## config.mk

```make
export PLATFORM = sky130hd
export DESIGN_NAME = mips_writeback_queue
export DESIGN_NICKNAME = d
export VERILOG_FILES = /design/src/rtl/mips_writeback_queue.sv
export SDC_FILE = /design/constraint.sdc
export NUM_CORES = 1
export LEC_CHECK = 0
export CAP_MARGIN = 20
export CORE_ASPECT_RATIO = 0.7
export CORE_MARGIN = 2
export CORE_UTILIZATION = 40
export DETAILED_ROUTE_END_ITERATION = 12
export PLACE_DENSITY = 0.68
export SLEW_MARGIN = 20
export SYNTH_ARGS = -nofsm -noshare
export SYNTH_HDL_FRONTEND = slang
export SYNTH_SLANG_ARGS = --single-unit
```

## constraint.sdc

```tcl
create_clock -name clk -period 8.8 [get_ports clk]
set_input_delay 2.2 -clock clk [delete_from_list [all_inputs] [get_ports clk]]
set_output_delay 2.2 -clock clk [all_outputs]
set_load 0.01 [all_outputs]
```

## src/rtl/mips_writeback_queue.sv

```systemverilog
// mips_writeback_queue: ordered writeback FIFO feeding the two write ports of
// the MIPS register file. It accepts up to two requests per cycle (mem is older
// than alu) and drains up to two entries per cycle into registered port outputs.
// Optional forwarding lookups are built when MIPS_WB_FORWARD_EN is defined.
// Otherwise the lookup outputs are tied to zero.
module mips_writeback_queue #(
    parameter int DEPTH  = 4,
    parameter int DATA_W = 32,
    parameter int ADDR_W = 5
) (
    input  logic                   clk,
    input  logic                   rst,
    input  logic                   mem_valid,
    input  logic [ADDR_W-1:0]      mem_reg,
    input  logic [DATA_W-1:0]      mem_data,
    input  logic                   alu_valid,
    input  logic [ADDR_W-1:0]      alu_reg,
    input  logic [DATA_W-1:0]      alu_data,
    output logic                   in_ready,
    output logic                   signal_reg_write_1,
    output logic [ADDR_W-1:0]      write_reg_1,
    output logic [DATA_W-1:0]      write_data_1,
    output logic                   signal_reg_write_2,
    output logic [ADDR_W-1:0]      write_reg_2,
    output logic [DATA_W-1:0]      write_data_2,
    input  logic [ADDR_W-1:0]      lookup_reg_a,
    output logic                   lookup_hit_a,
    output logic [DATA_W-1:0]      lookup_data_a,
    input  logic [ADDR_W-1:0]      lookup_reg_b,
    output logic                   lookup_hit_b,
    output logic [DATA_W-1:0]      lookup_data_b,
    output logic [$clog2(DEPTH):0] pending_count
);
    localparam int PW = $clog2(DEPTH);
    localparam int CW = PW + 1;

    logic [CW-1:0]     r_count;
    logic [PW-1:0]     r_head;
    logic [PW-1:0]     r_tail;
    logic [DEPTH-1:0]  r_vld;
    logic [ADDR_W-1:0] r_reg  [DEPTH];
    logic [DATA_W-1:0] r_data [DEPTH];

    logic              r_we1;
    logic [ADDR_W-1:0] r_wr1;
    logic [DATA_W-1:0] r_wd1;
    logic              r_we2;
    logic [ADDR_W-1:0] r_wr2;
    logic [DATA_W-1:0] r_wd2;

    logic              w_in_ready;
    logic              w_push_mem;
    logic              w_push_alu;
    logic              w_pop1;
    logic              w_pop2;
    logic [1:0]        w_npush;
    logic [1:0]        w_npop;
    logic [PW-1:0]     w_head1;
    logic [PW-1:0]     w_alu_slot;
    logic [DEPTH-1:0]  w_vld_next;

    // Room for both producers is judged from the registered count only.
    assign w_in_ready = (r_count <= CW'(DEPTH - 2));

    // Writes to register 0 are architecturally void and never take a slot.
    assign w_push_mem = w_in_ready && mem_valid && (mem_reg != '0);
    assign w_push_alu = w_in_ready && alu_valid && (alu_reg != '0);
    assign w_alu_slot = r_tail + PW'(w_push_mem);
    assign w_npush    = {1'b0, w_push_mem} + {1'b0, w_push_alu};

    // A second pop is allowed only when the two oldest entries target
    // different registers, so each register keeps its commit order.
    assign w_head1 = r_head + PW'(1);
    assign w_pop1  = r_vld[r_head];
    assign w_pop2  = r_vld[r_head] && r_vld[w_head1] && (r_reg[r_head] != r_reg[w_head1]);
    assign w_npop  = {1'b0, w_pop1} + {1'b0, w_pop2};

    // Next valid bits: retire popped slots, then claim pushed slots.
    always_comb begin
        w_vld_next = r_vld;
        if (w_pop1)     w_vld_next[r_head]     = 1'b0;
        if (w_pop2)     w_vld_next[w_head1]    = 1'b0;
        if (w_push_mem) w_vld_next[r_tail]     = 1'b1;
        if (w_push_alu) w_vld_next[w_alu_slot] = 1'b1;
    end

    // Queue control: occupancy, pointers and per-entry valid bits.
    always_ff @(posedge clk) begin
        if (rst) begin
            r_count <= '0;
            r_head  <= '0;
            r_tail  <= '0;
            r_vld   <= '0;
        end else begin
            r_count <= r_count + CW'(w_npush) - CW'(w_npop);
            r_head  <= r_head + PW'(w_npop);
            r_tail  <= r_tail + PW'(w_npush);
            r_vld   <= w_vld_next;
        end
    end

    // Entry payload storage; the valid bits decide whether it is meaningful.
    always_ff @(posedge clk) begin
        if (w_push_mem) begin
            r_reg[r_tail]  <= mem_reg;
            r_data[r_tail] <= mem_data;
        end
        if (w_push_alu) begin
            r_reg[w_alu_slot]  <= alu_reg;
            r_data[w_alu_slot] <= alu_data;
        end
    end

    // Write-port registers: load the popped entries and hold when idle.
    always_ff @(posedge clk) begin
        if (rst) begin
            r_we1 <= 1'b0;
            r_wr1 <= '0;
            r_wd1 <= '0;
            r_we2 <= 1'b0;
            r_wr2 <= '0;
            r_wd2 <= '0;
        end else begin
            r_we1 <= w_pop1;
            r_we2 <= w_pop2;
            if (w_pop1) begin
                r_wr1 <= r_reg[r_head];
                r_wd1 <= r_data[r_head];
            end
            if (w_pop2) begin
                r_wr2 <= r_reg[w_head1];
                r_wd2 <= r_data[w_head1];
            end
        end
    end

    assign in_ready           = w_in_ready;
    assign pending_count      = r_count;
    assign signal_reg_write_1 = r_we1;
    assign write_reg_1        = r_wr1;
    assign write_data_1       = r_wd1;
    assign signal_reg_write_2 = r_we2;
    assign write_reg_2        = r_wr2;
    assign write_data_2       = r_wd2;

`ifdef MIPS_WB_FORWARD_EN
    // Priority from lowest to highest: port 1, port 2, then the queue from
    // oldest to youngest, so the youngest pending value wins.
    function automatic logic [DATA_W:0] fwd_lookup(input logic [ADDR_W-1:0] q);
        logic [DATA_W:0] res;
        logic [PW-1:0]   idx;
        res = '0;
        if (r_we1 && (r_wr1 == q)) res = {1'b1, r_wd1};
        if (r_we2 && (r_wr2 == q)) res = {1'b1, r_wd2};
        for (int k = 0; k < DEPTH; k++) begin
            idx = r_head + PW'(k);
            if (r_vld[idx] && (r_reg[idx] == q)) res = {1'b1, r_data[idx]};
        end
        if (q == '0) res = '0;
        return res;
    endfunction

    assign {lookup_hit_a, lookup_data_a} = fwd_lookup(lookup_reg_a);
    assign {lookup_hit_b, lookup_data_b} = fwd_lookup(lookup_reg_b);
`else
    logic w_unused_lookup;

    assign lookup_hit_a    = 1'b0;
    assign lookup_data_a   = '0;
    assign lookup_hit_b    = 1'b0;
    assign lookup_data_b   = '0;
    assign w_unused_lookup = ^{lookup_reg_a, lookup_reg_b};
`endif

endmodule
```

==> results_dict.tcl, run 1 <==
set metrics [dict create \
    gp_congestion 0.756 \
    seqPwrFrac_pct 34.6 \
    dp_hpwl_mm 21.3 \
    swShare_pct 38.0 \
    arrival_ns 6.39 \
    worstSkewPairLatency_ns 0.54 \
    p_leak_uw 0.00536 \
    grt_max_degree 114 \
    die_h_um 154 \
    crit_required_ns 9.18 \
    slew_violations 0 \
    fmax_mhz 166 \
    seq_area_frac_synth_pct 48.0 \
    drt_pass1_iterations 5 \
    powerDensity_nw_per_um2 347 \
    cp_slowest_cell "ha_2" \
    cp_slowest_stage_delay_ns 0.83 \
    slew_headroom_pct 30.9 \
    ir_drop_mv 0.252 \
    rows 54 \
    postPlaceCellArea_um2 14600 \
    crit_type "reg2reg" \
    synthDistinctLibCells 44 \
    die_w_um 218 \
    area_growth_pct 19.0 \
    crit_path_cell_trace "buf_4 > inv_1 > ha_2 > buf_4 > mux4_2 > xor2_1 > nor3_4 > buf_4 > a21oi_1 > ha_1 > ha_1 > inv_1 > ha_1 > fa_1 > xnor2_1 > xnor2_1 > nor2_1" \
    grt-ovfl-total 0 \
    period_share_pct 68.3 \
    cts_resized 0 \
    start_kind "flop" \
    grtUsageTotal_pct 19.9 \
    drc 0 \
    cts_max_path_buffers 3 \
    num-fill-cells 2750 \
    synthFlopType "edfxtp_1" \
    clkSinkCount 235 \
    ys_warn_count 0 \
    finClkSkew_ns 0.0191 \
    die_area_um2 33700 \
    hold_buffers 0 \
    fin_hold_ws_ns 0.491 \
    hold_violations 0 \
    fin_area_um2 15300 \
    pin_count 234 \
    reg2reg_slack_ns 2.79 \
    postSynthAreaPerCell_um2 13.5 \
    num_vias 8411 \
    initialDrtViolationCount 651 \
    layout-drive-gt1-share_pct 20.1 \
    cts_htree_levels 1 \
    grt_pass1_vias 8097 \
    maxCapViolCount 0 \
    min_path_type "reg2reg" \
    nNetsFinal 1178 \
    async_flop_share_pct 0 \
    synth_cells 954 \
    pwr-share-comb_pct 46.2 \
    wire_per_inst_um 22.5 \
    top_register "r_data" \
    wirelength_mm 34.1 \
    postRouteAntennaNets 0 \
    worst_pin_slew_ns 1.03 \
    largest_reg_flops 128 \
    tns_ns 0 \
    status "finished, final reports clean" \
    core-area_um2 31400 \
    intPower_uw 3290 \
    grt_pass1_wl_mm 50.9 \
    antenna_cells 0 \
    start_util_pct 41.0 \
    antenna_found_initial 8 \
    cts_buffers 25 \
    netlist_area_um2 12900 \
    post_cts_buffers 0 \
    crit_path_end_kind "flop" \
    clk_pin_slew_ns 0.06 \
    switching_power_uw 2020 \
    synth_seq_cells 235 \
    setup_violations 0 \
    ctsRootBufferMaster "clkbuf_16" \
    cts_tree "yes" \
    io_buffers 157 \
    clockPowerShare_pct 19.2 \
    synth_edf_count 148 \
    cp_max_fo 79 \
    finalCriticalPeriod_ns 6.01 \
    grt_setup_unrepaired "false" \
    routed_via_density 5.55 \
]
cells in the mapped netlist, types with 6 or more instances:
master | n | area share (%)
edfxtp_1 | 148 | 35
dfxtp_1 | 87 | 14
mux2_1 | 77 | 6.7
mux4_2 | 76 | 13
mux2_2 | 71 | 6.2
buf_4 | 69 | 4.0
nor2_1 | 44 | 1.3
a32oi_1 | 37 | 2.5
and3_1 | 37 | 1.8
mux2i_1 | 37 | 2.9
nand2b_1 | 37 | 1.8
nand3_1 | 37 | 1.4
nand4_1 | 37 | 1.8
buf_2 | 32 | 1.2
clkbuf_1 | 29 | 0.85
ha_1 | 11 | 1.1
inv_1 | 10 | 0.29
buf_1 | 8 | 0.23
xor2_1 | 7 | 0.48
nor2b_1 | 6 | 0.29
xnor2_1 | 6 | 0.41
worst paths after layout:
check              startpoint               end  cells past startpoint
max reg2reg         r_head[1]  pending_count[2]                     17
max                 r_head[1]  pending_count[2]                     17
min reg2reg  write_data_1[29]  write_data_1[29]                      2
min          write_data_1[29]  write_data_1[29]                      2
metal layers:
metal | global-route usage (%) | vias up | part of all wire (%)
met1 | 29.8 | 4217 | 47
met2 | 29.3 | 316 | 44
met5 | 0 | - | 0.12
met3 | 5.14 | 43 | 8.1
met4 | 3.24 | 6 | 1.4
li1 | - | 3829 | -
metrics by stage:
step	worst slack [ns]	utilization (%)	instances	total power (uW)
global route	2.41	48.8	1515	5590
global placement	2.51	46.3	1470	4280
CTS	2.70	48.8	1515	5350
finish	2.79	48.8	1515	5310
floorplan	1.78	-	1019	3480
detailed placement	2.48	46.3	1470	4320
area by class of cell:
type                            count  area [um^2]  share of cell area, %
Sequential cell                   235         6190                   40.4
Multi-Input combinational cell    631         6110                   39.8
Timing Repair Buffer              174         1690                   11.1
Clock inverter                     10         68.8                  0.449
Tap cell                          420          526                   3.43
Clock buffer                       35          703                   4.59
Inverter                           10         38.8                  0.253
kinds of logic after synthesis:
kind of cell    after synthesis  synth area share, %
mux                         261                 29.1
buf+inv                     153                 7.07
xor+xnor                     13                0.884
flops                       235                 48.0
compound gates               57                 3.79
other cells                   1               0.0291
simple gates                221                 9.70
fa+ha+maj                    13                 1.38
layout by cell type, fill, tap and decap left out, types with 3 or more instances in the layout:
cell type,instances
clkbuf_1,6
clkinv_2,5
nand2_1,3
clkbuf_16,25
nand2b_1,37
nand3_1,37
nor4_1,4
conb_1,66
buf_4,17
inv_1,9
nand4_1,37
xnor2_1,6
a32oi_1,37
and2_1,3
ha_1,10
mux2_2,71
mux2_1,77
clkinv_1,5
mux2i_1,37
o2111ai_1,4
nor2_4,3
clkdlybuf4s50_1,156
a21oi_1,3
and3_1,37
nor2_1,43
mux4_2,76
nor2b_1,6
dfxtp_1,85
edfxtp_1,148
xor2_1,7
clkbuf_8,4
power by group through the flow:
stage / Sequential, uW / Combinational, uW / Clock (uW)
after floorplan: 1850 / 1630 / 0
after global placement: 1840 / 2450 / 0
after detailed placement: 1860 / 2460 / 0
after CTS: 1840 / 2470 / 1040
after global routing: 1880 / 2630 / 1080
final: 1840 / 2450 / 1020
worst max-delay path, delay by kind of cell, from the launching register on:
family	cells	cell delay [ns]
muxes	1	0.64
DFF	1	0.32
adders and majority gates	5	2.04
and+or+nand+nor	2	0.18
AOI/OAI and AO/OA	1	0.21
buffers and inverters	5	1.87
xor gates and xnor gates	3	0.57
Power figures use the tool's default switching activity.
==> run 2: changes to the inputs <==
--- a/config.mk
+++ b/config.mk
@@ -10,7 +10,7 @@
 export CORE_MARGIN = 2
 export CORE_UTILIZATION = 40
 export DETAILED_ROUTE_END_ITERATION = 12
-export PLACE_DENSITY = 0.68
+export PLACE_DENSITY = 0.7
 export SLEW_MARGIN = 20
 export SYNTH_ARGS = -nofsm -noshare
 export SYNTH_HDL_FRONTEND = slang
==> constraint.sdc (replaced) <==
create_clock -name clk -period 5.2 [get_ports clk]
set_input_delay 1.3 -clock clk [delete_from_list [all_inputs] [get_ports clk]]
set_output_delay 1.3 -clock clk [all_outputs]
set_load 0.01 [all_outputs]
==> run 2 against run 1 <==
Net effect:
- power rose by 73%
- global-route usage rose by 0.53 points
- sequential power rose by 67%
- sequential share of layout area fell by 0.51 points
- non-clock buffer count rose by 8
- final area rose by 1.3%
- first-iteration DRC count rose by 25%
- cell count rose by 0.59%
- routed wire length rose by 1.8%
- count of clock-buffer cells in the layout rose by 6
- critical path depth fell by 8
- largest cell class unchanged
- largest power group unchanged
==> results_dict.tcl, run 2 (synthesis results as in run 1) <==
set metrics [dict create \
    cp_max_fo 34 \
    routed_via_density 5.64 \
    hold_buffers 0 \
    worst_pin_slew_ns 0.855 \
    multi_input_area_um2 6110 \
    final_common_cell "clkdlybuf4s50_1" \
    rows 54 \
    post_cts_buffers 0 \
    powerDensity_nw_per_um2 592 \
    finalCriticalPeriod_ns 4.32 \
    reg2reg_slack_ns 1.21 \
    cp_slowest_cell "or4_1" \
    placed_cells 1478 \
    hold_violations 0 \
    drt_pass1_iterations 6 \
    register_area_um2 6190 \
    top_register "r_data" \
    clk_pin_slew_ns 0.06 \
    grt_pass1_wl_mm 51.8 \
    fin_hold_ws_ns 0.492 \
    crit_type "in2reg" \
    tns_ns 0 \
    core-area_um2 31400 \
    ir_drop_mv 0.374 \
    postRouteAntennaNets 0 \
    cts_tree "yes" \
    die_area_um2 33700 \
    gp_congestion 0.775 \
    io_buffers 157 \
    grt_pass1_vias 8276 \
    setup_violations 0 \
    period_share_pct 83.1 \
    final_core_util_pct 49.4 \
    maxCapViolCount 0 \
    fmax_mhz 232 \
    cp_slowest_stage_delay_ns 0.64 \
    grtUsageTotal_pct 20.4 \
    grt-ovfl-total 0 \
    nNetsFinal 1186 \
    drc 0 \
    dp_hpwl_mm 22.5 \
    clkSinkCount 235 \
    crit_path_end_kind "flop" \
    worstSkewPairLatency_ns 0.55 \
    wirelength_mm 34.7 \
    status "finished, final reports clean" \
    initialDrtViolationCount 812 \
    crit_family "simple AND/OR/NAND/NOR gates" \
    layout_common_cells "clkdlybuf4s50_1 (156), edfxtp_1 (148), dfxtp_1 (85)" \
    cts_resized 0 \
    ctsRootBufferMaster "clkbuf_16" \
    die_w_um 218 \
    antenna_cells 0 \
    area_growth_pct 20.5 \
    largest_reg_flops 128 \
    num_vias 8592 \
    num-fill-cells 2730 \
    start_kind "primary input" \
    arrival_ns 4.60 \
    start_util_pct 41.0 \
    cp_num_buf_inv 2 \
    slew_headroom_pct 43.0 \
    wire_per_inst_um 22.8 \
    cts_buffers 25 \
    finClkSkew_ns 0.0170 \
    grt_max_degree 79 \
    grt_setup_unrepaired "false" \
    slew_violations 0 \
    antenna_found_initial 9 \
    fin_cells 1524 \
    die_h_um 154 \
    pin_count 234 \
    cts_htree_levels 1 \
    crit_required_ns 5.48 \
    p_leak_uw 0.00544 \
    layout-drive-gt1-share_pct 20.7 \
    crit_path_cell_trace "clkdlybuf4s50_1 > or4_1 > o211a_1 > ha_1 > xor2_1 > o2111ai_2 > nor2_4 > buf_12 > mux2_1" \
    cts_max_path_buffers 3 \
    min_path_type "reg2reg" \
]
## run 2: cell count changes in the layout (fill, tap and decap cells not counted), sizes merged
cell,previous run,this run
buf,18,26
clkbuf,35,41
clkinv,10,3
inv,9,11
## run 2: cell type report
type | count | area share [%]
Clock buffer | 41 | 4.67
Clock inverter | 5 | 0.371
Inverter | 10 | 0.250
Multi-Input combinational cell | 631 | 39.3
Sequential cell | 235 | 39.9
Tap cell | 420 | 3.39
Timing Repair Buffer | 182 | 12.1
## run 2: path summary, 6_finish.rpt
kind,from,to,cells after the start
hold reg to reg,write_data_1[12],write_data_1[12],2
setup / recovery,mem_reg[2],r_data[2][7],9
setup reg to reg,r_head[1],pending_count[2],13
hold / removal,write_data_1[12],write_data_1[12],2
## run 2: routing by layer
layer / wire length (um) / up-vias / GRT usage [%]
met1: 16100 / 4353 / 30.8
met2: 15200 / 328 / 30.1
met5: 29 / - / 0
met4: 516 / 4 / 3.37
li1: - / 3861 / -
met3: 2860 / 46 / 4.87
## run 2: tightest hold or removal path, delay by kind of cell, from the launching register on
family / cells / cell delay, ns
flip-flops: 1 / 0.32
multiplexers: 1 / 0.06
AND/OR/NAND/NOR: 1 / 0.07
## run 2: power breakdown
part           switching [uW]  total (uW)  internal [uW]
logic                    2400        4360           1970
registers                 334        3080           2740
clock network             752        1750           1000
total                    3480        9200           5710
## run 2: through the flow
step	instance area (um^2)	worst slack, ns	total power, uW
6_report	15500	0.881	9200
4_1_cts	15500	0.898	9240
5_1_grt	15500	0.732	9680
2_1_floorplan	13100	0.100	5880
3_3_place_gp	14700	0.383	7400
3_5_place_dp	14700	0.352	7470
